### src/rtl/req_ack_multi_gen.sv
// Multi-channel req/ack stimulus generator: each channel launches a request,
// returns a one-cycle ack after a latched latency, or times out on a dropped ack.
module req_ack_multi_gen #(
  parameter int NUM_CH    = 4,
  parameter int LAT_W     = 4,
  parameter int TIMEOUT   = 20,
  parameter int CNT_W     = 8,
  parameter bit LEVEL_REQ = 1'b0
) (
  input  logic                    clk,
  input  logic                    reset_n,
  input  logic [NUM_CH-1:0]       start,
  input  logic [NUM_CH*LAT_W-1:0] ack_delay,
  input  logic [NUM_CH-1:0]       drop_ack,
  output logic [NUM_CH-1:0]       req,
  output logic [NUM_CH-1:0]       ack,
  output logic [NUM_CH-1:0]       busy,
  output logic [NUM_CH-1:0]       tmo,
  output logic [CNT_W-1:0]        done_cnt
);

  // TIMEOUT exceeds the largest latency, so CT_W also covers any latched delay.
  localparam int CT_W  = $clog2(TIMEOUT + 1);
  localparam int SUM_W = CNT_W + 5;
  localparam logic [CNT_W-1:0] CNT_MAX = {CNT_W{1'b1}};

  typedef enum logic [1:0] {S_IDLE, S_ACTIVE, S_ACK, S_TMO} state_t;

  state_t            state_q [NUM_CH];
  state_t            state_d [NUM_CH];
  logic [LAT_W-1:0]  dly_q   [NUM_CH];
  logic [LAT_W-1:0]  dly_d   [NUM_CH];
  logic [CT_W-1:0]   cnt_q   [NUM_CH];
  logic [CT_W-1:0]   cnt_d   [NUM_CH];
  logic [NUM_CH-1:0] drop_q, drop_d;
  logic [NUM_CH-1:0] req_d, ack_d, busy_d, tmo_d;
  logic [CNT_W-1:0]  done_d;
  logic [SUM_W-1:0]  sum;
  logic [LAT_W-1:0]  fld;

  // NOTE: every variable gets a default before the case, so no latch is inferred.
  always_comb begin
    req_d  = '0;
    ack_d  = '0;
    busy_d = '0;
    tmo_d  = '0;
    drop_d = drop_q;
    fld    = '0;
    for (int i = 0; i < NUM_CH; i++) begin
      state_d[i] = state_q[i];
      dly_d[i]   = dly_q[i];
      cnt_d[i]   = cnt_q[i];
      case (state_q[i])
        S_IDLE: begin
          if (start[i]) begin
            fld        = ack_delay[i*LAT_W +: LAT_W];
            state_d[i] = S_ACTIVE;
            dly_d[i]   = (fld == '0) ? LAT_W'(1) : fld;
            drop_d[i]  = drop_ack[i];
            cnt_d[i]   = CT_W'(1);
            req_d[i]   = 1'b1;
            busy_d[i]  = 1'b1;
          end
        end
        S_ACTIVE: begin
          // cnt_q is the number of request cycles already seen including this one.
          busy_d[i] = 1'b1;
          if (!drop_q[i] && cnt_q[i] == CT_W'(dly_q[i])) begin
            state_d[i] = S_ACK;
            ack_d[i]   = 1'b1;
            req_d[i]   = LEVEL_REQ;
          end else if (drop_q[i] && cnt_q[i] == CT_W'(TIMEOUT)) begin
            state_d[i] = S_TMO;
            tmo_d[i]   = 1'b1;
          end else begin
            cnt_d[i]   = cnt_q[i] + CT_W'(1);
            req_d[i]   = LEVEL_REQ;
          end
        end
        default: state_d[i] = S_IDLE;
      endcase
    end
  end

  always_comb begin
    sum = SUM_W'(done_cnt);
    for (int i = 0; i < NUM_CH; i++) begin
      sum = sum + SUM_W'(ack[i]);
    end
    done_d = (sum > SUM_W'(CNT_MAX)) ? CNT_MAX : sum[CNT_W-1:0];
  end

  // NOTE: state is updated with <= so all registers see pre-edge values.
  always_ff @(posedge clk or negedge reset_n) begin
    if (!reset_n) begin
      // NOTE: latched delay/drop are cleared too, so nothing from an aborted
      // transaction can leak into the next one.
      for (int i = 0; i < NUM_CH; i++) begin
        state_q[i] <= S_IDLE;
        dly_q[i]   <= '0;
        cnt_q[i]   <= '0;
      end
      drop_q   <= '0;
      req      <= '0;
      ack      <= '0;
      busy     <= '0;
      tmo      <= '0;
      done_cnt <= '0;
    end else begin
      for (int i = 0; i < NUM_CH; i++) begin
        state_q[i] <= state_d[i];
        dly_q[i]   <= dly_d[i];
        cnt_q[i]   <= cnt_d[i];
      end
      drop_q   <= drop_d;
      req      <= req_d;
      ack      <= ack_d;
      busy     <= busy_d;
      tmo      <= tmo_d;
      done_cnt <= done_d;
    end
  end

endmodule

### config.mk
export PLATFORM = sky130hd
export DESIGN_NAME = req_ack_multi_gen
export DESIGN_NICKNAME = d
export VERILOG_FILES = /design/src/rtl/req_ack_multi_gen.sv
export SDC_FILE = /design/constraint.sdc
export NUM_CORES = 1
export LEC_CHECK = 0
export CAP_MARGIN = 0
export CORE_MARGIN = 3
export CORE_UTILIZATION = 49
export DETAILED_ROUTE_END_ITERATION = 8
export GPL_TIMING_DRIVEN = 0
export PLACE_DENSITY = 0.75
export SLEW_MARGIN = 20
export SYNTH_ARGS = -nofsm -noshare
export SYNTH_HDL_FRONTEND = slang
export SYNTH_SLANG_ARGS = --single-unit
export TNS_END_PERCENT = 100
### constraint.sdc
create_clock -name clk -period 2.3 [get_ports clk]
set_clock_uncertainty 0.2 [all_clocks]
set_input_delay 0.575 -clock clk [delete_from_list [all_inputs] [get_ports clk]]
set_output_delay 0.575 -clock clk [all_outputs]
set_load 0.005 [all_outputs]
==> results.yml <==
power_and_ir_drop:
  worst_case_vdd_ir_drop_mv: 0.592
  power.density_cell_area_nw_per_um2: 1280
  power.leakage_nw: 1.98
sta:
  slew-limit-headroom: 0.609
  rsz_0062_raised_after_global_routing: "true"
  hold_viol_final: 0
  layout_worst_path_cycle_share: 1.04
  final_period_minus_worst_setup_slack_ns: 2.38
  slew_viol_final: 0
  finalSetupViolations: 8
  worst-slew-pin-transition_ns: 0.584
  fin_setup_tns_ns: -0.256
  final_critical_path_setup_slack_ns: -0.0829
  max_freq_mhz: 420
logic_synthesis:
  ys_types: 48
  yosysTopAreaCellShare: 0.524
  syn-instance-count: 317
  synth_ff_type: "sky130_fd_sc_hd__dfrtp_1"
  synthArstFlopShare: 1.00
  yosys.cell_count.top_type: "sky130_fd_sc_hd__dfrtp_1"
  synth_commonest_cells: "72 x sky130_fd_sc_hd__dfrtp_1, 33 x sky130_fd_sc_hd__nor2_1, 31 x sky130_fd_sc_hd__nand2_1, 15 x sky130_fd_sc_hd__xnor2_1, 13 x sky130_fd_sc_hd__mux2_2"
  avgSynthCellArea_um2: 10.8
  synth-edff-count: 0
  yosysTopAreaCell: "sky130_fd_sc_hd__dfrtp_1"
  post_synthesis_cell_area_um2: 3440
  netlist_top_cells_area: "sky130_fd_sc_hd__dfrtp_1 52%, sky130_fd_sc_hd__mux2_2 4.3%, sky130_fd_sc_hd__xnor2_1 3.8%"
  number_of_register_bits_inferred_by_synthesis: 72
  synth.net_count: 355
  ys_seq_area_frac: 0.524
  yosysWarnings: 0
die:
  core_um2: 6570
  floorplan.die.width_um: 89.7
  initial_utilization: 0.523
  core.rowCount: 29
  die_area_um2: 8050
  die_h_um: 89.7
  design.portCount: 50
clock_network:
  clk_root_buffer_cell: "sky130_fd_sc_hd__clkbuf_8"
  clock_buffer_depth: 2
  tritoncts_buffer_count: 9
  tritoncts: "built"
  numClockSinks: 72
  insertion_delay_ns: 0.35
  clkSlewWorstSetupHoldPaths_ns: 0.07
  ctsHtreeMaxLevel: 3
critical_path:
  critPathCaptureType: "flip-flop"
  worst-endpoint-required_ns: 2.33
  critical_path.startpoint_type: "flip-flop"
  critical_path_class: "flip-flop to flip-flop"
  worst-endpoint-arrival_ns: 2.41
  critPathMaxFanout: 5
global_routing:
  grt_remaining_overflow: 0
  global_route.usage.met2: 0.283
  antenna_found_initial: 0
  via_count_of_the_first_global_routing_pass: 2505
  wire_length_of_the_first_global_routing_pass_um: 11600
  met1_usage: 0.230
  busiest_layer: "met2"
  grt_max_degree: 39
  grt_util_all_layers: 0.175
  use_met3: 0.0309
flow_run:
  max-cap-violations: 0
finish:
  layout.filler_cells: 533
  area.growth.synth_to_final_pct: 25.1
  final_cell_area_um2: 4300
  layout.nets: 419
  antenna_cells_inserted: 0
  final_layout_size_suffix_gt1_frac: 0.143
detailed_routing:
  drtAntennaViolNets: 0
  violation_count_after_the_first_detailed_route_iteration: 96
  total_via_count_in_the_routed_design: 2527
  route.detailed.wl_per_inst_um: 13.9
  routed_wirelength_um: 6660
  drc_errors: 0
  first_pass_iters: 4
  route.detailed.vias_per_inst: 5.29
place:
  gp_congestion: 0.817
  pre_cts_setup_slack_ns: -0.212
  quantity_of_i_o_buffers_inserted_on_ports: 49
  dpl.hpwl_um: 4830
  placed_area_um2: 4070
status:
  failing_checks: "setup timing"
  status: "complete, but fails checks"
hold_path:
  class_of_the_tightest_hold_or_removal_check: "flip-flop to flip-flop"
==> sequential cells by signal, indices dropped and copies added, names as in the netlist <==
name,count
busy,4
dly_q,16
done_cnt,8
state_q,8
ack,4
cnt_q,20
tmo,4
req,4
drop_q,4
==> path summary, 6_finish.rpt <==
| kind | start | end | slack [ns] | depth (start not counted) |
|---|---|---|---|---|
| min | state_q[1] | busy[3] | 0.28 | 1 |
| min reg2reg | state_q[1] | busy[3] | 0.28 | 1 |
| max in group asynchronous | reset_n | cnt_q[11] | 0.84 | 3 |
| max | ack[0] | done_cnt[7] | -0.08 | 6 |
| max reg2reg | ack[0] | done_cnt[7] | -0.08 | 6 |
| min in group asynchronous | reset_n | busy[0] | 0.51 | 2 |
==> cells in the final DEF (no fill, tap or decap), types with 8 or more instances in the layout <==
cell / instances
sky130_fd_sc_hd__inv_1: 11
sky130_fd_sc_hd__clkbuf_8: 10
sky130_fd_sc_hd__mux2_2: 13
sky130_fd_sc_hd__a21oi_1: 12
sky130_fd_sc_hd__nand2b_1: 8
sky130_fd_sc_hd__nor2b_1: 10
sky130_fd_sc_hd__clkdlybuf4s50_1: 48
sky130_fd_sc_hd__nor2_1: 33
sky130_fd_sc_hd__dfrtp_1: 72
sky130_fd_sc_hd__ha_1: 9
sky130_fd_sc_hd__nand2_1: 31
sky130_fd_sc_hd__xnor2_1: 14
sky130_fd_sc_hd__nand3_1: 9
==> worst max-delay path: stages (launching register included) <==
cell	delay, ns
sky130_fd_sc_hd__dfrtp_1	0.40
sky130_fd_sc_hd__fa_1	0.50
sky130_fd_sc_hd__fa_2	0.36
sky130_fd_sc_hd__fa_2	0.36
sky130_fd_sc_hd__and3_4	0.18
sky130_fd_sc_hd__nand3b_1	0.16
sky130_fd_sc_hd__o21a_1	0.11
==> through the flow <==
| step | cells | hold WS (ns) | total power [mW] | util |
|---|---|---|---|---|
| after floorplan | 317 | 0.0794 | 3.82 | - |
| after global placement | 459 | 0.272 | 4.40 | 0.617 |
| after detailed placement | 460 | 0.275 | 4.52 | 0.620 |
| after CTS | 477 | 0.285 | 5.53 | 0.652 |
| after global routing | 478 | 0.322 | 5.96 | 0.654 |
| final | 478 | 0.285 | 5.51 | 0.654 |
==> logic make-up (layout without fill, tap and decap cells) <==
logic type	Yosys count	count (layout)	share of synthesized area
compound gates	49	49	0.101
xor+xnor	22	22	0.0561
simple gates	127	127	0.193
mux	16	16	0.0513
fa+ha+maj	12	12	0.0503
buf+inv	19	87	0.0244
flops	72	72	0.524
==> where the power goes <==
part | leakage, nW | internal (mW) | total [mW] | switching, mW
Clock | 0.0989 | 0.520 | 0.973 | 0.453
Combinational | 0.993 | 1.23 | 2.31 | 1.08
Sequential | 0.890 | 1.77 | 2.23 | 0.463
Total | 1.98 | 3.51 | 5.51 | 1.99
==> metal layers <==
| layer | share of wire | wire length (um) |
|---|---|---|
| met1 | 0.45 | 3000 |
| met2 | 0.48 | 3220 |
| met3 | 0.045 | 297 |
| met4 | 0.021 | 139 |
| met5 | 0 | 0 |
==> cell type report <==
| class | instances | area, um2 | share of cell area |
|---|---|---|---|
| clock buffer | 11 | 141 | 0.0329 |
| inverter | 12 | 45.0 | 0.0105 |
| buffer | 6 | 35.0 | 0.00815 |
| clock inverter | 4 | 45.0 | 0.0105 |
| timing repair buffer | 54 | 541 | 0.126 |
| multi-input combinational | 226 | 1570 | 0.366 |
| tap | 93 | 116 | 0.0271 |
| sequential | 72 | 1800 | 0.419 |
==> repair_timing <==
item,in CTS,in global routing
setup buffers,2,1
endpoints found under the hold margin,30,0
pin swaps,4,3
setup endpoints to repair,8,8
hold buffers,1,0
gates resized for setup,2,1
cloned,0,0
Note: power is estimated with default switching activity, not from simulation.
